**src/rtl/seq_det_pkg.sv**
```systemverilog
// Shared constants and helpers for the programmable serial sequence detector.
`default_nettype none

package seq_det_pkg;

  localparam logic MODE_NONOVERLAP = 1'b0;
  localparam logic MODE_OVERLAP    = 1'b1;

  // Widest pattern the mask helper supports; PAT_W must not exceed this.
  localparam int MASK_MAX_W = 64;

  function automatic logic [MASK_MAX_W-1:0] len_mask(input int len);
    logic [MASK_MAX_W-1:0] m;
    m = '0;
    for (int i = 0; i < MASK_MAX_W; i++) begin
      m[i] = (i < len);
    end
    return m;
  endfunction

endpackage

`default_nettype wire

```
**src/rtl/seq_match_cmp.sv**
```systemverilog
// Combinational match check: masked compare of {hist, in} against the pattern,
// gated by the number of valid history bits.
`default_nettype none

module seq_match_cmp
  import seq_det_pkg::*;
#(
  parameter int PAT_W  = 8,
  parameter int LEN_W  = 4,
  parameter int FILL_W = 3
) (
  input  logic [PAT_W-2:0]  hist_i,
  input  logic              in_i,
  input  logic [PAT_W-1:0]  pattern_i,
  input  logic [LEN_W-1:0]  len_i,
  input  logic [FILL_W-1:0] fill_i,
  output logic              match_o
);

  logic [MASK_MAX_W-1:0] full_mask;
  logic [PAT_W-1:0]      window;
  logic [LEN_W-1:0]      fill_ext;
  logic                  bits_eq;
  logic                  enough_bits;

  assign full_mask = len_mask(int'(len_i));
  assign window    = {hist_i, in_i};
  assign fill_ext  = LEN_W'(fill_i);
  assign bits_eq   = (((window ^ pattern_i) & full_mask[PAT_W-1:0]) == '0);

  // L=0 never matches; otherwise L-1 prior bits must be valid.
  assign enough_bits = (len_i != '0) && (fill_ext >= (len_i - LEN_W'(1)));
  assign match_o     = bits_eq && enough_bits;

endmodule

`default_nettype wire

```
**src/rtl/seq_detector_param.sv**
```systemverilog
// Runtime-programmable Mealy serial sequence detector with overlap control
// and a saturating match counter; reset defaults give the legacy 1101 detector.
`default_nettype none

module seq_detector_param
  import seq_det_pkg::*;
#(
  parameter int               PAT_W       = 8,
  parameter int               CNT_W       = 16,
  parameter logic [PAT_W-1:0] DEF_PATTERN = PAT_W'(8'b0000_1101),
  parameter int               DEF_LEN     = 4,
  parameter logic             DEF_MODE    = 1'b0,
  localparam int              LEN_W       = $clog2(PAT_W + 1)
) (
  input  logic             clk,
  input  logic             rst,
  input  logic             in,
  input  logic             en,
  input  logic             cfg_load,
  input  logic [PAT_W-1:0] cfg_pattern,
  input  logic [LEN_W-1:0] cfg_len,
  input  logic             cfg_mode,
  output logic             out,
  output logic [CNT_W-1:0] match_cnt
);

  localparam int               FILL_W   = (PAT_W > 2) ? $clog2(PAT_W) : 1;
  localparam logic [FILL_W-1:0] FILL_MAX = FILL_W'(PAT_W - 1);

  logic [PAT_W-1:0]  pat_q,  pat_d;
  logic [LEN_W-1:0]  len_q,  len_d;
  logic              mode_q, mode_d;
  logic [PAT_W-2:0]  hist_q, hist_d;
  logic [FILL_W-1:0] fill_q, fill_d;
  logic [CNT_W-1:0]  cnt_q,  cnt_d;

  logic             cmp_match;
  logic [PAT_W-1:0] shifted;

  seq_match_cmp #(
    .PAT_W  (PAT_W),
    .LEN_W  (LEN_W),
    .FILL_W (FILL_W)
  ) u_cmp (
    .hist_i    (hist_q),
    .in_i      (in),
    .pattern_i (pat_q),
    .len_i     (len_q),
    .fill_i    (fill_q),
    .match_o   (cmp_match)
  );

  assign out       = en && !cfg_load && rst && cmp_match;
  assign shifted   = {hist_q, in};
  assign match_cnt = cnt_q;

  always_comb begin
    pat_d  = pat_q;
    len_d  = len_q;
    mode_d = mode_q;
    hist_d = hist_q;
    fill_d = fill_q;
    cnt_d  = cnt_q;
    if (cfg_load) begin
      pat_d  = cfg_pattern;
      len_d  = (cfg_len > LEN_W'(PAT_W)) ? LEN_W'(PAT_W) : cfg_len;
      mode_d = cfg_mode;
      hist_d = '0;
      fill_d = '0;
      cnt_d  = '0;
    end else if (en) begin
      // Non-overlap discards the matched bits so the next match starts fresh.
      if (out && (mode_q == MODE_NONOVERLAP)) begin
        hist_d = '0;
        fill_d = '0;
      end else begin
        hist_d = shifted[PAT_W-2:0];
        if (fill_q != FILL_MAX) fill_d = fill_q + FILL_W'(1);
      end
      if (out && (cnt_q != '1)) cnt_d = cnt_q + CNT_W'(1);
    end
  end

  always_ff @(posedge clk or negedge rst) begin
    if (!rst) begin
      pat_d_reset: begin
        pat_q  <= DEF_PATTERN;
        len_q  <= LEN_W'(DEF_LEN);
        mode_q <= DEF_MODE;
        hist_q <= '0;
        fill_q <= '0;
        cnt_q  <= '0;
      end
    end else begin
      pat_q  <= pat_d;
      len_q  <= len_d;
      mode_q <= mode_d;
      hist_q <= hist_d;
      fill_q <= fill_d;
      cnt_q  <= cnt_d;
    end
  end

endmodule

`default_nettype wire

```
**config.mk**
```make
export PLATFORM = sky130hd
export DESIGN_NAME = seq_detector_param
export DESIGN_NICKNAME = d
export VERILOG_FILES = /design/src/rtl/seq_det_pkg.sv /design/src/rtl/seq_match_cmp.sv /design/src/rtl/seq_detector_param.sv
export SDC_FILE = /design/constraint.sdc
export NUM_CORES = 1
export LEC_CHECK = 0
export BUFFER_PORTS_ARGS = -buffer_cell sky130_fd_sc_hd__buf_2
export CORE_MARGIN = 2
export CORE_UTILIZATION = 63
export CTS_BUF_LIST = sky130_fd_sc_hd__clkbuf_2 sky130_fd_sc_hd__clkbuf_4 sky130_fd_sc_hd__clkbuf_8
export CTS_CLUSTER_DIAMETER = 200
export DETAILED_ROUTE_END_ITERATION = 6
export PLACE_DENSITY = 0.88
export REMOVE_ABC_BUFFERS = 1
export SLEW_MARGIN = 20
export SYNTH_ARGS = -nofsm -noshare
export SYNTH_HDL_FRONTEND = slang
export SYNTH_SLANG_ARGS = --single-unit
```
**constraint.sdc**
```tcl
create_clock -name clk -period 5.9 [get_ports clk]
set_input_delay 0.295 -clock clk [delete_from_list [all_inputs] [get_ports clk]]
set_output_delay 0.295 -clock clk [all_outputs]
set_load 0.005 [all_outputs]
```
==> results of run 1 <==
[synthesized netlist by cell type, drive strengths merged]
master / count
a21o: 1
a21oi: 11
a221oi: 1
a22o: 8
a31o: 2
a31oi: 1
and3: 5
and4: 3
buf: 1
clkbuf: 3
dfrtp: 35
dfstp: 4
ha: 9
inv: 6
mux2: 12
mux2i: 1
nand2: 8
nand2b: 4
nand3: 7
nand3b: 2
nand4: 4
nor2: 14
nor2b: 5
nor3: 3
nor3b: 1
nor4: 2
o2111a: 1
o2111ai: 1
o211a: 1
o211ai: 1
o21ai: 6
o21ba: 1
o21bai: 1
o22ai: 4
o31a: 1
o31ai: 3
or3: 4
or3b: 2
or4: 1
xnor2: 8
xor2: 6
[final timing paths]
| check | slack [ps] | start | endpoint | depth (start not counted) |
|---|---|---|---|---|
| hold reg to reg | 550 | pat_q[7] | pat_q[7] | 1 |
| hold / removal | 40 | rst | match_cnt[14] | 1 |
| setup reg to reg | 3160 | len_q[0] | match_cnt[15] | 10 |
| max in group asynchronous | 5320 | rst | len_q[1] | 1 |
| setup / recovery | 3100 | len_q[0] | out | 9 |
| min in group clk | 120 | cfg_len[3] | len_q[2] | 2 |
[where the power goes]
part | total [mW] | switching (mW) | internal (mW)
registers | 0.291 | 0.0109 | 0.280
clock network | 0.161 | 0.0858 | 0.0747
logic | 0.0656 | 0.0354 | 0.0302
total | 0.517 | 0.132 | 0.385
[flip-flops by register name, summed over array words and instances (netlist names)]
signal and flops:
match_cnt 16, fill_q 3, mode_q 1, hist_q 7, pat_q 8, len_q 4
[stage by stage]
| step | total power [mW] | setup WS, ps |
|---|---|---|
| floorplan | 0.335 | 3420 |
| global placement | 0.359 | 3300 |
| detailed placement | 0.361 | 3140 |
| CTS | 0.518 | 3090 |
| global route | 0.540 | 2870 |
| finish | 0.517 | 3100 |
[logic make-up after synthesis]
group                      count (synthesis)  synth area share
AOI/OAI and AO/OA                         44             0.155
xor gates and xnor gates                  14            0.0579
and+or+nand+nor                           65             0.185
adders and majority gates                  9            0.0531
buffers and inverters                     10            0.0177
muxes                                     13            0.0685
DFF                                       39             0.463
[worst reg2reg max path: stages (launching register included)]
cell and delay [ps]:
dfrtp_1 430, inv_1 100, ha_1 240, xnor2_1 140
ha_1 290, nand2_1 40, o21ai_0 230, o211ai_1 310
nor4_4 510, a21oi_1 140, a31o_1 210
[final cells by class]
cell class	count	area, µm²	share of cell area
multi-input cells	145	1100	0.458
flip-flops and latches	39	981	0.408
repair buffers	34	170	0.0708
clock buffers	8	72.6	0.0302
well taps	46	57.6	0.0239
inverters	6	22.5	0.00937
[layer usage]
metal / GRT usage / up-vias
met4: 0.0638 / 0
met5: 0 / -
li1: - / 790
met2: 0.403 / 40
met3: 0.0621 / 6
met1: 0.331 / 777
==> out/metrics.cfg, run 1 <==
[die]
coreArea_um2=3280
io_pins=35
dieArea_um2=3840
die_y_um=62
num_rows=21
die-width_um=62
initial_core_util=0.645

[timing]
rsz0062_at_grt=false
fin_crit_sh=0.474
worst_pin_slew_ps=864
setup_viol_count_final=0
holdWs_ps=42.6
max_slew_margin=0.424
hold_viol_final=0
skew_ps=3.39
fin_setup_tns_ps=0
drv_slew=0
max_freq_mhz=358
fin_crit_ps=2800

[routing]
drc_errors=0
routed-wl-met3_um=189
ant_nets=0
viasPerCell=5.80
met2_length_um=2040
wl_per_cell_um=14.9
drt_first_pass_iters=4
met1Wirelength_um=1860
top_layer=met4
vias=1613
first_iter_violations=121
finalWirelength_um=4130

[logic_synthesis]
syn_avg_cell_area_um2=10.9
synth_cells=194
synth.distinct_cells=45
yosysTopAreaCell=dfrtp_1
seq_area_frac_synth=0.463
synth_top_area_share=0.413
syn_area_um2=2120
yosysWarnings=0
synth-seq-cells=39
synth.area.top_cells=dfrtp_1 (41%), mux2_2 (5.8%), ha_1 (5.3%)

[status]
outcome=finished, final reports clean

[final_layout]
design_area_um2=2400
final_util=0.732
fin_nets=258
final_cell_mix=dfrtp_1 (35), buf_2 (34), nor2_1 (14)
diodes=0
fillers=253
syn_to_final_growth_pct=13.5
instances_no_fill=278
drive_gt1_frac=0.276
final_common_cell=dfrtp_1

[worst_setup_path]
crit_buf_inv=2
cp-start-kind=register
critPathArrivalTime_ps=2500
worstPathMaxFanout=6
slowest_delay_ps=430
worstPathCellList=inv_1 > ha_1 > xnor2_1 > ha_1 > nand2_1 > o21ai_0 > o211ai_1 > nor2_1 > buf_2
critPathTopFamily=compound AO/OA/AOI/OAI gates
cpMaxStageDelayCell=dfrtp_1
cp.required_ps=5610
worstSetupPathType=register to output port
cp-end-kind=output port
critical_path.most_common_cell=ha_1

[clock_network]
cts_num_sinks=39
post_cts_buffers=0
path_clk_slew_ps=110
cts-root-buf=clkbuf_4
cts_tree=yes
cts_max_path_buffers=2
post_cts_resized=0
hold_buffers=0
numCtsBuffers=5
insertion_delay_ps=350
h-tree-depth=2

[global_route]
globalRouteOverflowTotal=0
grt_max_degree=41
grt_antenna_before_repair=0
grt_pass1_vias=1478
grt_use_total=0.247
grt_first_pass_wirelength_um=6830

[place]
place_hpwl_um=3060
gp_congestion=0.824
place_inst=270
port_buffers=34
placed_area_um2=2330

[power]
leakagePower_nw=1.14
powerDensity_nw_per_um2=215
vdd_drop_max_v=0.000175

[flow_run]
drv_cap=0

[hold_path]
hp-class=primary input to async pin

Note: power is estimated with default switching activity, not from simulation.
==> run 2: changes to the inputs <==
--- a/config.mk
+++ b/config.mk
@@ -7,11 +7,11 @@
 export LEC_CHECK = 0
 export BUFFER_PORTS_ARGS = -buffer_cell sky130_fd_sc_hd__buf_2
 export CORE_MARGIN = 2
-export CORE_UTILIZATION = 63
+export CORE_UTILIZATION = 52
 export CTS_BUF_LIST = sky130_fd_sc_hd__clkbuf_2 sky130_fd_sc_hd__clkbuf_4 sky130_fd_sc_hd__clkbuf_8
 export CTS_CLUSTER_DIAMETER = 200
 export DETAILED_ROUTE_END_ITERATION = 6
-export PLACE_DENSITY = 0.88
+export PLACE_DENSITY = 0.77
 export REMOVE_ABC_BUFFERS = 1
 export SLEW_MARGIN = 20
 export SYNTH_ARGS = -nofsm -noshare
==> constraint.sdc (replaced) <==
create_clock -name clk -period 2.3 [get_ports clk]
set_input_delay 0.115 -clock clk [delete_from_list [all_inputs] [get_ports clk]]
set_output_delay 0.115 -clock clk [all_outputs]
set_load 0.005 [all_outputs]
==> out/metrics.cfg, run 2 (synthesized netlist as in run 1, its figures left out) <==
[power]
leakagePower_nw=1.29
p_seq_frac=0.509
powerDensity_nw_per_um2=531
netSwitchingPower_mw=0.375
intPower_mw=1.08
combPwrFrac=0.161
netSwitchingFraction=0.257
vdd_drop_max_v=0.000395
power_frac_clock=0.330

[timing]
max_freq_mhz=408
rsz0062_at_grt=true
fin_ws_ps=-149
hold_viol_final=0
worst_pin_slew_ps=480
drv_slew=0
skew_ps=13.1
fin_crit_ps=2450
fin_crit_sh=1.06
setup_viol_count_final=22
max_slew_margin=0.678

[final_layout]
drive_gt1_frac=0.412
fillers=296
final_util=0.692
final_cell_mix=dfrtp_1 (35), buf_2 (34), buf_4 (20)
syn_to_final_growth_pct=29.6
final_common_cell=dfrtp_1
regArea_um2=981
instances_no_fill=307
multiInputGateArea_um2=1210
fin_nets=283
largest_reg_flops=16
diodes=0

[clock_network]
cts_tree=yes
insertion_delay_ps=300
path_clk_slew_ps=70
h-tree-depth=2
cts_num_sinks=39
numCtsBuffers=5
cts_max_path_buffers=2
cts-root-buf=clkbuf_8

[routing]
finalWirelength_um=4850
first_iter_violations=127
vias=1760
ant_nets=0
drc_errors=0
viasPerCell=5.73
drt_first_pass_iters=4
wl_per_cell_um=15.8

[die]
die-width_um=67.8
dieArea_um2=4600
initial_core_util=0.534
num_rows=23
die_y_um=67.8
coreArea_um2=3970
io_pins=35

[status]
violations=setup timing
outcome=complete, but fails checks

[place]
place_hpwl_um=3180
place_inst=291
gp_congestion=0.760
port_buffers=34

[global_route]
grt_pass1_vias=1623
grt_antenna_before_repair=0
grt_max_degree=40
grt_use_total=0.221
globalRouteOverflowTotal=0
grt_first_pass_wirelength_um=7570

[worst_setup_path]
cp.required_ps=2470
worstSetupPathType=register to register
rr_startpoint=len_q[0]
slowest_delay_ps=410
cp-startpoint=len_q[0]
regToRegSetupSlack_ps=-150
cp-end-kind=register
worstPathCellList=ha_2 > or3b_4 > a221oi_4 > o2111a_2 > and4_4 > and3_1 > mux2_4
cp-start-kind=register
cpMaxStageDelayCell=dfrtp_1
worstPathMaxFanout=4
critPathArrivalTime_ps=2620

[hold_path]
hp-start=cfg_len[3]
hp-class=primary input to register

[flow_run]
drv_cap=0

==> run 2: worst paths after layout <==
path | depth (start not counted) | to
max | 7 | match_cnt[5]
max reg2reg | 7 | match_cnt[5]
min reg2reg | 1 | pat_q[7]
min in group asynchronous | 3 | len_q[3]
min | 2 | len_q[2]
max in group asynchronous | 3 | pat_q[0]
==> run 2: worst max-delay path, delay by kind of cell (launching register included) <==
| family | cells | cell delay, ps |
|---|---|---|
| simple gates | 3 | 800 |
| compound gates | 2 | 620 |
| flops | 1 | 410 |
| mux | 1 | 300 |
| fa+ha+maj | 1 | 210 |
==> run 2: repair_timing <==
action                                  in CTS  in global routing
endpoints found under the hold margin       35                  0
buffers inserted                             5                  3
endpoints found under the setup margin      23                 25
hold buffers                                 1                  0
pin swaps                                   17                  5
cloned                                       0                  0
gates resized for setup                     16                 13
==> run 2: layout make-up <==
| type | instances | share of cell area |
|---|---|---|
| tap | 50 | 0.0228 |
| timing repair buffer | 59 | 0.137 |
| inverter | 6 | 0.00820 |
| multi-input combinational | 145 | 0.442 |
| sequential | 39 | 0.357 |
| clock buffer | 8 | 0.0333 |
==> run 2: power groups by stage <==
stage | sequential (mW) | clock, mW | combinational (mW)
after detailed placement | 0.754 | 0 | 0.195
after global routing | 0.745 | 0.521 | 0.260
after global placement | 0.753 | 0 | 0.190
after CTS | 0.741 | 0.488 | 0.222
final | 0.742 | 0.482 | 0.235
after floorplan | 0.750 | 0 | 0.109
==> run 2: per-stage QoR <==
step                cell area (µm²)  worst slack (ps)  power [mW]  hold WS (ps)  TNS (ps)
floorplan                      2100              -184       0.859          -181      -812
global placement               2460              -108       0.943           227     -1050
detailed placement             2460              -197       0.949           225     -2580
CTS                            2680              -115        1.45          13.3      -691
global route                   2750              -199        1.53          17.7     -2790
finish                         2750              -149        1.46          22.6     -1040
==> run 2: per-layer routing <==
layer,vias up,routed length [µm],global-route usage
met3,6,156,0.0510
met4,0,70,0.0775
met2,33,2410,0.347
li1,839,-,-
met5,-,0,0
met1,882,2220,0.302
==> run 3: changes to the inputs <==
--- a/config.mk
+++ b/config.mk
@@ -7,11 +7,10 @@
 export LEC_CHECK = 0
 export BUFFER_PORTS_ARGS = -buffer_cell sky130_fd_sc_hd__buf_2
 export CORE_MARGIN = 2
-export CORE_UTILIZATION = 52
+export CORE_UTILIZATION = 25
 export CTS_BUF_LIST = sky130_fd_sc_hd__clkbuf_2 sky130_fd_sc_hd__clkbuf_4 sky130_fd_sc_hd__clkbuf_8
 export CTS_CLUSTER_DIAMETER = 200
 export DETAILED_ROUTE_END_ITERATION = 6
-export PLACE_DENSITY = 0.77
 export REMOVE_ABC_BUFFERS = 1
 export SLEW_MARGIN = 20
 export SYNTH_ARGS = -nofsm -noshare
==> out/metrics.cfg, run 3 (synthesized netlist as in run 1, its figures left out) <==
[status]
outcome=complete, but fails checks
violations=setup timing

[hold_path]
hp-start=cfg_pattern[6]
hp-class=primary input to register
min_to=pat_q[6]
hold_path_depth=2

[final_layout]
final_cell_mix=dfrtp_1 (35), buf_2 (34), buf_4 (23)
drive_gt1_frac=0.409
largest_reg_flops=16
regArea_um2=981
design_area_um2=2830
syn_to_final_growth_pct=33.4
final_common_cell=dfrtp_1
fin_nets=283
final_util=0.344
multiInputGateArea_um2=1210
diodes=0
fillers=815

[routing]
vias=1736
viasPerCell=4.80
first_iter_violations=73
wl_per_cell_um=13.7
drc_errors=0
ant_nets=0
finalWirelength_um=4970
drt_first_pass_iters=4

[clock_network]
h-tree-depth=2
numCtsBuffers=5
cts_num_sinks=39
cts_max_path_buffers=2
cts_tree=yes
cts-root-buf=clkbuf_8
path_clk_slew_ps=80
insertion_delay_ps=290

[place]
gp_congestion=0.743
place_hpwl_um=3480
port_buffers=34
placed_area_um2=2540

[timing]
hold_viol_final=0
max_slew_margin=0.674
max_freq_mhz=416
setup_viol_count_final=11
fin_ws_ps=-102
worst_pin_slew_ps=489
rsz0062_at_grt=true
holdWs_ps=45.6
skew_ps=3.21
fin_crit_sh=1.04
fin_crit_ps=2400
drv_slew=0

[die]
die_y_um=96.1
initial_core_util=0.258
dieArea_um2=9230
num_rows=33
io_pins=35
die-width_um=96.1
coreArea_um2=8220

[power]
leakagePower_nw=1.29
vdd_drop_max_v=0.000213
powerDensity_nw_per_um2=555
power_mw=1.57

[worst_setup_path]
regToRegSetupSlack_ps=-100
cp-end-kind=register
worstPathMaxFanout=4
r2r_cells=7
rr_startpoint=len_q[0]
cp-start-kind=register
worstSetupPathType=register to register
critPathArrivalTime_ps=2580
reg2reg_to=match_cnt[5]
cp.required_ps=2480

[global_route]
globalRouteOverflowTotal=0
grt_first_pass_wirelength_um=8320
grt_pass1_vias=1800
grt_max_degree=40
grt_antenna_before_repair=0
grt_use_total=0.117

[flow_run]
drv_cap=0

run 3: area by class of cell:
cell class,count,area share
clock buffers,6,0.0292
clock inverters,2,0.0124
inverters,6,0.00796
multi-input cells,145,0.428
flip-flops and latches,39,0.347
well taps,105,0.0465
repair buffers,59,0.129
run 3: metal layers:
metal / share of wire / wire [µm] / vias to the layer above / GRT usage
met5: 0 / 0 / - / 0
met4: 0.012 / 62 / 0 / 0.0369
met3: 0.036 / 178 / 6 / 0.0329
met2: 0.51 / 2550 / 21 / 0.203
met1: 0.44 / 2180 / 869 / 0.138
li1: - / - / 840 / -
run 3: worst max-delay path by stage:
stage / depth (start not counted) / slack, ps / startpoint / to
global placement: 11 / -130 / len_q[1] / match_cnt[15]
floorplan: 10 / -180 / len_q[0] / fill_q[0]
CTS: 6 / -100 / len_q[2] / match_cnt[5]
detailed placement: 11 / -200 / len_q[1] / match_cnt[15]
global route: 6 / -230 / len_q[2] / match_cnt[12]
finish: 7 / -100 / len_q[0] / match_cnt[5]
run 3: repair_timing:
action	4_1_cts	5_1_grt
pin swaps	15	6
hold buffers	1	0
cloned	0	0
resized for setup	10	13
endpoints found under the hold margin	35	0
setup endpoints to repair	23	24
buffers inserted	3	3
run 3: worst max-delay path, stage by stage (launching register included):
cell      delay, ps
dfrtp_1         410
ha_2            210
or3b_4          380
a221oi_4        300
o2111a_2        300
and4_1          220
and3_1          180
mux2_4          300
run 3: where the power goes:
| part | total (mW) | internal [mW] | switching [mW] |
|---|---|---|---|
| registers | 0.741 | 0.717 | 0.0241 |
| logic | 0.225 | 0.111 | 0.115 |
| clock network | 0.601 | 0.351 | 0.250 |
| total | 1.57 | 1.18 | 0.389 |
run 3: metrics by stage:
stage	setup slack, ps	setup TNS (ps)	cells
2_1_floorplan	-184	-812	190
3_3_place_gp	-132	-1530	347
3_5_place_dp	-200	-2650	347
4_1_cts	-104	-616	359
5_1_grt	-234	-3030	362
6_report	-102	-479	362
